File: src/rtl/axi_sched_pkg.sv
// Shared types and read-address map for the AR-channel scheduler.
// decode_slave returns NUM_MAPPED when no explicit region matches (default slave).
package axi_sched_pkg;

  typedef enum logic [0:0] {IDLE, ADDR} ar_state_e;

  localparam int unsigned MAP_AW     = 32;
  localparam int unsigned NUM_MAPPED = 2;

  localparam logic [MAP_AW-1:0] SLV_BASE [NUM_MAPPED] = '{32'h0000_0000, 32'h0001_0000};
  localparam logic [MAP_AW-1:0] SLV_MASK [NUM_MAPPED] = '{32'hFFFF_0000, 32'hFFFF_0000};

  function automatic int unsigned decode_slave(input logic [MAP_AW-1:0] addr);
    int unsigned hit;
    hit = NUM_MAPPED;
    // Descending scan so the lowest matching region wins.
    for (int s = NUM_MAPPED - 1; s >= 0; s--) begin
      if ((addr & SLV_MASK[s]) == SLV_BASE[s]) hit = s;
    end
    return hit;
  endfunction

endpackage

File: src/rtl/rr_picker.sv
// Combinational round-robin search: first set bit of eligible at or after ptr, wrapping.
module rr_picker #(
  parameter int unsigned N = 2
) (
  input  logic [N-1:0]         eligible,
  input  logic [$clog2(N)-1:0] ptr,
  output logic [$clog2(N)-1:0] idx,
  output logic                 found
);

  localparam int unsigned IW  = $clog2(N);
  localparam int unsigned IW1 = IW + 1;

  logic [2*N-1:0] dbl;
  logic [N-1:0]   rot;
  logic [IW:0]    sum;

  // Rotate so that bit 0 of rot corresponds to the pointer position.
  assign dbl = {eligible, eligible};
  assign rot = N'(dbl >> ptr);

  always_comb begin
    found = 1'b0;
    idx   = '0;
    sum   = '0;
    for (int k = 0; k < N; k++) begin
      if (!found && rot[k]) begin
        found = 1'b1;
        sum   = IW1'(ptr) + IW1'(k);
        if (sum >= IW1'(N)) sum = sum - IW1'(N);
        idx   = sum[IW-1:0];
      end
    end
  end

endmodule

File: src/rtl/ar_rr_scheduler.sv
// AR-channel scheduler: round-robin master arbitration, address decode to slaves,
// and per-slave blocking while a read burst is open (released on R handshake with RLAST).
module ar_rr_scheduler
  import axi_sched_pkg::*;
#(
  parameter int unsigned NUM_M = 2,
  parameter int unsigned NUM_S = 3,
  parameter int unsigned ADDRW = 32
) (
  input  logic                     clk,
  input  logic                     rst,
  input  logic [NUM_M-1:0]         arvalid_m,
  input  logic [NUM_M*ADDRW-1:0]   araddr_m,
  output logic [NUM_M-1:0]         arready_m,
  output logic [NUM_S-1:0]         arvalid_s,
  input  logic [NUM_S-1:0]         arready_s,
  input  logic [NUM_S-1:0]         rvalid_s,
  input  logic [NUM_S-1:0]         rready_s,
  input  logic [NUM_S-1:0]         rlast_s,
  output logic [$clog2(NUM_M)-1:0] sel_m,
  output logic [NUM_S-1:0]         busy_s
);

  localparam int unsigned MW = $clog2(NUM_M);
  localparam int unsigned SW = $clog2(NUM_S);

  ar_state_e       state_q;
  logic [MW-1:0]   sel_q;
  logic [MW-1:0]   rr_ptr_q;
  logic [SW-1:0]   tgt_q;
  logic [NUM_S-1:0] busy_q;
  logic [NUM_S-1:0] busy_d;

  logic [SW-1:0]    dec_slv [NUM_M];
  logic [NUM_M-1:0] elig;
  logic [MW-1:0]    pick_idx;
  logic             pick_found;
  logic             hs;
  logic [NUM_S-1:0] set_vec;
  logic [NUM_S-1:0] clr_vec;
  logic [MW-1:0]    ptr_next;

  always_comb begin
    int unsigned dec_idx;
    dec_idx = 0;
    for (int i = 0; i < NUM_M; i++) begin
      dec_idx    = decode_slave(MAP_AW'(araddr_m[i*ADDRW +: ADDRW]));
      // Anything outside the explicit map lands on the default (last) slave.
      dec_slv[i] = (dec_idx >= NUM_S - 1) ? SW'(NUM_S - 1) : SW'(dec_idx);
      elig[i]    = arvalid_m[i] & ~busy_q[dec_slv[i]];
    end
  end

  rr_picker #(
    .N (NUM_M)
  ) u_picker (
    .eligible (elig),
    .ptr      (rr_ptr_q),
    .idx      (pick_idx),
    .found    (pick_found)
  );

  always_comb begin
    arvalid_s = '0;
    arready_m = '0;
    if (state_q == ADDR) begin
      arvalid_s[tgt_q] = arvalid_m[sel_q];
      arready_m[sel_q] = arready_s[tgt_q];
    end
  end

  assign hs       = (state_q == ADDR) & arvalid_m[sel_q] & arready_s[tgt_q];
  assign set_vec  = hs ? (NUM_S'(1) << tgt_q) : '0;
  assign clr_vec  = rvalid_s & rready_s & rlast_s;
  // Clear after set so a forced same-cycle set/clear leaves the slave free.
  assign busy_d   = (busy_q | set_vec) & ~clr_vec;
  assign ptr_next = (sel_q == MW'(NUM_M - 1)) ? '0 : sel_q + 1'b1;

  always_ff @(posedge clk or posedge rst) begin
    if (rst) begin
      state_q  <= IDLE;
      sel_q    <= '0;
      tgt_q    <= '0;
      rr_ptr_q <= '0;
      busy_q   <= '0;
    end else begin
      busy_q <= busy_d;
      unique case (state_q)
        IDLE: begin
          if (pick_found) begin
            sel_q   <= pick_idx;
            tgt_q   <= dec_slv[pick_idx];
            state_q <= ADDR;
          end
        end
        ADDR: begin
          // A master withdrawing ARVALID abandons the grant without touching the pointer.
          if (!arvalid_m[sel_q]) begin
            state_q <= IDLE;
          end else if (arready_s[tgt_q]) begin
            rr_ptr_q <= ptr_next;
            state_q  <= IDLE;
          end
        end
        default: state_q <= IDLE;
      endcase
    end
  end

  assign sel_m  = sel_q;
  assign busy_s = busy_q;

endmodule

File: config.mk
export PLATFORM = sky130hd
export DESIGN_NAME = ar_rr_scheduler
export DESIGN_NICKNAME = d
export VERILOG_FILES = /design/src/rtl/axi_sched_pkg.sv /design/src/rtl/rr_picker.sv /design/src/rtl/ar_rr_scheduler.sv
export SDC_FILE = /design/constraint.sdc
export NUM_CORES = 1
export LEC_CHECK = 0
export ABC_AREA = 1
export CAP_MARGIN = 20
export CORE_ASPECT_RATIO = 1.2
export CORE_MARGIN = 4
export CORE_UTILIZATION = 25
export DETAILED_ROUTE_END_ITERATION = 8
export PLACE_DENSITY_LB_ADDON = 0.25
export SLEW_MARGIN = 20
export SYNTH_ARGS = -nofsm -noshare
export SYNTH_HDL_FRONTEND = slang
export SYNTH_HIERARCHICAL = 1
export SYNTH_SLANG_ARGS = --single-unit
File: constraint.sdc
create_clock -name clk -period 1.4 [get_ports clk]
set_input_delay 0.28 -clock clk [delete_from_list [all_inputs] [get_ports clk]]
set_output_delay 0.28 -clock clk [all_outputs]
set_load 0.02 [all_outputs]
; Word-level counts from Yosys, hierarchy flattened
; Cells that the tools add are included.
[word_totals]
word_cells = 82
input_bits = 80
ff_bits = 8
out_inout_bits = 9
[classes]
add_sub_neg = 4
shifts = 2
n_reduce_logical = 8
n_mux = 35
n_bitwise = 15
n_eq_ne = 2
order_cmp = 11
[op_table]
columns = operator, count
row1 = zero test 32 bit, 2
row2 = == test 16 x 1 -> 1 bit (second input constant), 2
row3 = 2-to-1 mux 2 bit, 10
row4 = 2-to-1 mux 1 bit, 17
row5 = bitwise AND 3 bit, 4
row6 = less-than comparator 2 x 3 -> 1 bit (second input constant), 3
row7 = >= comparator 2 bit (second input constant), 4
row8 = binary-select mux 1 bit (select 2 bit), 3
row9 = 2-to-1 mux 3 bit, 2
row10 = bitwise AND 1 bit, 4
row11 = >> shifter 4 x 1 -> 2 bit, 1
row12 = logical AND 1 bit, 3
row13 = inverter 1 bit, 3
row14 = inverter 3 bit, 1
row15 = bitwise OR 3 bit, 1
row16 = AND reduction 3 bit, 1
row17 = << shifter 1 x 2 -> 3 bit (first input constant), 1
row18 = adder 1 x 1 -> 2 bit (second input constant), 1
row19 = bitwise AND 2 bit, 1
row20 = demux 1 bit (select 2 bit), 1
row21 = >= comparator 1 x 2 -> 1 bit (second input constant), 1
row22 = >= comparator 2 x 1 -> 1 bit (second input constant), 1
row23 = less-than comparator 1 x 2 -> 1 bit (second input constant), 1
row24 = inverter 1 -> 2 bit, 1
row25 = other kinds (7), 8

; Depth between registers and ports, before layout
[depth]
ltp_word = 18
ltp_mapped = 14
mapped_depth_nobuf = 14

; Cells and area by module
; Netlist, hierarchy kept.
[modules_own_cells]
columns = module, cells_per_inst, area_each_um2, seq_area_each_um2, instances
row1 = ar_rr_scheduler, 110, 670.6, 200.2, 1
row2 = rr_picker, 4, 18.8, 0.0, 1

; Worst setup path after synthesis
; No wires, ideal clock.
[synth_path]
path_type = flip-flop to output port
startpoint = register sel_q, in the netlist sel_m
endpoint = output port arvalid_s[0]
required_time_ns = 1.120
n_path_buf = 0
arrival_ns = 1.368
setup_slack_ns = -0.248
path_stages_with_launch = 6
path_cell_list = dfrtp_1 > inv_1 > nand2_1 > a21oi_4 > inv_1 > nor3_1
[synth_between]
elab_chain_cells = 4
[synth_rtl]
columns = item, line
row1 = "start, declared", ar_rr_scheduler.sv:28  ; logic [MW-1:0] sel_q;
row2 = "start signal, assigned", ar_rr_scheduler.sv:91  ; sel_q <= pick_idx;
row3 = 2-to-1 mux 1 bit (implied by the code) (2 in a row), ar_rr_scheduler.sv:67  ; arvalid_s[tgt_q] = arvalid_m[sel_q];
row4 = bitwise AND 3 bit (no line), --
row5 = 2-to-1 mux 3 bit, ar_rr_scheduler.sv:66  ; if (state_q == ADDR) begin
row6 = "end, declared", ar_rr_scheduler.sv:15  ; output logic [NUM_S-1:0] arvalid_s,
; No other way between the ends. The select of a mux whose other input is x is not followed.

; Final worst setup path
[layout_path]
startpoint = register tgt_q[1]
endpoint = output port arvalid_s[0]
[layout_between]
elab_chain_cells = 6
word_cells_on_any_way = 7
classes_between = order compare: 2 / mux: 3 / bitwise: 1 / reduce/logical: 1
[layout_rtl]
columns = item, line
row1 = "start, declared", ar_rr_scheduler.sv:30  ; logic [SW-1:0] tgt_q;
row2 = "start signal, assigned", ar_rr_scheduler.sv:92  ; tgt_q <= dec_slv[pick_idx];
row3 = less-than comparator 2 x 3 -> 1 bit (implied by the code) / >= comparator 2 x 1 -> 1 bit (equally long branches), ar_rr_scheduler.sv:67
row4 = logical AND 1 bit (implied by the code), ar_rr_scheduler.sv:67
row5 = 2-to-1 mux 1 bit (implied by the code), ar_rr_scheduler.sv:67
row6 = demux 1 bit (select 2 bit) *, ar_rr_scheduler.sv:67
row7 = bitwise AND 3 bit (no line) *, --
row8 = 2-to-1 mux 3 bit *, ar_rr_scheduler.sv:66
; Every way passes the cells marked *; elsewhere a longest branch is shown, timed or not.

==> results.toml <==
[drt]
route.detailed.drc = 0
wl_met1_mm = 1.13
routed-wl-met3_um = 235
wirelength_mm = 3.50
num_vias = 1186
wl_per_cell_um = 13.6
ant_nets = 0
first_iter_violations = 23
dr_wl_met2_mm = 1.98
drt-vias-per-instance = 4.61
dr.pass1.iters = 4
top_layer = "met4"

[pwr]
seq_power_share_pct = 20.5
switching_share_pct = 43.5
power-per-cell-area_nw_per_um2 = 1090
combPwrFrac_pct = 70.4
power_frac_clock_pct = 9.1
power_mw = 2.11
vdd.ir_drop.worst_mv = 0.933
internal-power_mw = 1.20
p_sw_mw = 0.919
leakagePower_nw = 0.916

[final_layout]
area_delta_synth_final_pct = 182
nets = 305
drive_above_1_share_pct = 74.6
num_antenna_cells = 0
fin_util_pct = 75.4
fin_area_um2 = 1940

[die]
start_util_pct = 26.7
die_h_um = 65.5
rows = 20
pin_count = 89
dieArea_um2 = 3670
fp.dieW_um = 55.9
core-area_um2 = 2580

[critical_path]
path_cells = "buf_4 > buf_4 > nor3_4 > buf_6"
critPathSlowestCell = "dfrtp_2"
cp_max_fo = 5
cp.required_ns = 1.12
crit_type = "register to output port"
worstSetupEndpointType = "output port"
critical_path.top_delay_family = "flip-flops"
max_stage_delay_ns = 0.48
cpMostUsedCell = "buf_4"
critPathArrivalTime_ns = 1.35
startpoint_type = "register"
critPathBufInv = 3

[clock_tree]
cts_tree = "yes"
clk_pin_slew_ns = 0.06
cts_sinks = 8
root_buffer = "clkbuf_4"
h-tree-depth = 1
clockBufferDepth = 2
clock_latency_ns = 0.26
numCtsBuffers = 3

[synth]
ys_seq_area_share_pct = 29.0
synth-edff-count = 0
ys_ff_latch = 8
yosys.area.top_type_share_pct = 29.0
yosys.area.top_type = "dfrtp_1"
syn_inst = 114
async_flop_share_pct = 100
netlist_top_cells_area = "dfrtp_1, nor2_1, nand2_1, nand3_1, inv_1"
ys_types = 17
synth_commonest_cells = "nor2_1, nand2_1, inv_1, nand3_1, dfrtp_1"
ys.flop_type = "dfrtp_1"
synth.most_common_cell = "nor2_1"
syn-num-nets = 194
netlist_area_um2 = 689
syn_area_per_cell_um2 = 6.05
ys_warn_count = 6

[placed_design]
dp_hpwl_mm = 2.24
port_buffers = 56
place.gp.congestion = 0.808
dp_worst_setup_slack_ns = -0.773
dpl_cell_area_um2 = 1520

[global_route]
grt_first_pass_wirelength_mm = 5.21
grt_max_degree = 9
antenna_found_initial = 0
grt_usage_pct = 17.8
grt_overflow = 0
grt_pass1_vias = 1222

[timing]
fin_skew_ns = 0.0102
worst_pin_slew_ns = 0.289
finalCritPeriodShare_pct = 116
fin_crit_ns = 1.63
finalSetupViolCount = 9
fin_ws_ns = -0.227
fin_tns_setup_ns = -1.37
maxSlewViolCount = 0
rsz0062_at_grt = "true"
fmaxAchievable_ghz = 0.615
maxSlewHeadroom_pct = 80.7
hold_viol_final = 0

[run]
cap_violations = 0

[run_status]
status = "finished, violations left"
violations = "negative setup slack"

[hold_path]
hold_class = "input port to async pin"
-- kinds of logic (layout without fill, tap and decap cells) --
kind of cell / Yosys count / in the layout / share of synthesized area [%]
and+or+nand+nor: 80 / 80 / 51.7
buffers and inverters: 16 / 126 / 8.71
AOI/OAI and AO/OA: 10 / 10 / 10.5
DFF: 8 / 8 / 29.0
-- layout make-up --
| class | count | area, um2 |
|---|---|---|
| timing repair buffer | 106 | 903 |
| clock buffer | 4 | 26.3 |
| tap | 33 | 41.3 |
| sequential | 8 | 204 |
| inverter | 16 | 62.6 |
| fill | 182 | 634 |
| multi-input combinational | 90 | 706 |
-- stage by stage --
stage	hold slack, ns	std cells
after floorplan	0.0956	114
after global placement	0.488	224
after detailed placement	0.500	224
after CTS	0.290	253
after global routing	0.303	257
final	0.271	257
-- worst paths after layout --
check / from / to / slack (ns) / cells after the start
worst max-delay path: tgt_q[1] / arvalid_s[0] / -0.23 / 4
worst min-delay path: rst / rr_ptr_q / 0.27 / 2
worst max register to register: busy_s[1] / tgt_q[1] / 0 / 8
worst min register to register: rr_ptr_q / rr_ptr_q / 0.51 / 2
max in group asynchronous: rst / tgt_q[1] / 0.87 / 2
min in group clk: rr_ptr_q / rr_ptr_q / 0.51 / 2
-- power groups by stage --
stage / registers [mW] / clock network [mW] / logic [mW]
final: 0.433 / 0.193 / 1.49
after global routing: 0.451 / 0.202 / 1.60
after CTS: 0.410 / 0.194 / 1.30
after detailed placement: 0.400 / 0 / 1.19
after global placement: 0.395 / 0 / 1.17
after floorplan: 0.453 / 0 / 0.503
-- cell usage in the layout (no fill, tap or decap), types with 3 or more instances in the layout --
cell	count
a21oi_2	5
and3_1	3
buf_2	12
buf_4	48
buf_6	27
clkbuf_4	3
clkdlybuf4s50_1	13
dfrtp_1	5
dfrtp_2	3
dlygate4sd2_1	5
inv_1	8
inv_2	7
nand2_1	9
nand2_2	16
nand3_1	5
nand3_2	10
nor2_1	5
nor2_2	11
nor2_4	15
nor3_4	3
-- worst reg2reg max path, stage by stage, from the launching register on --
cell     delay [ns]
dfrtp_1        0.37
inv_1          0.17
o21ai_2        0.11
nor2_2         0.14
or2_1          0.15
nand2_4        0.09
nor2_4         0.13
nand3_2        0.09
nand3_2        0.08
-- flip-flops by register name, summed over array words and instances (netlist names) --
signal	count
state_q	1
sel_m	1
tgt_q	2
rr_ptr_q	1
busy_s	3
-- repair_timing --
| action | CTS | global route |
|---|---|---|
| resized for setup | 187 | 45 |
| setup endpoints to repair | 13 | 10 |
| setup buffers | 25 | 4 |
| gates cloned | 0 | 0 |
| hold endpoints to repair | 0 | 0 |
| pin swaps | 46 | 25 |
| hold buffers | 0 | 0 |
-- metal layers --
layer,global-route usage [%],up-vias
li1,-,580
met1,18.0,544
met2,34.6,49
met3,3.93,13
met4,8.01,0
met5,0,-
No activity file was read; power rests on OpenSTA's default activity.
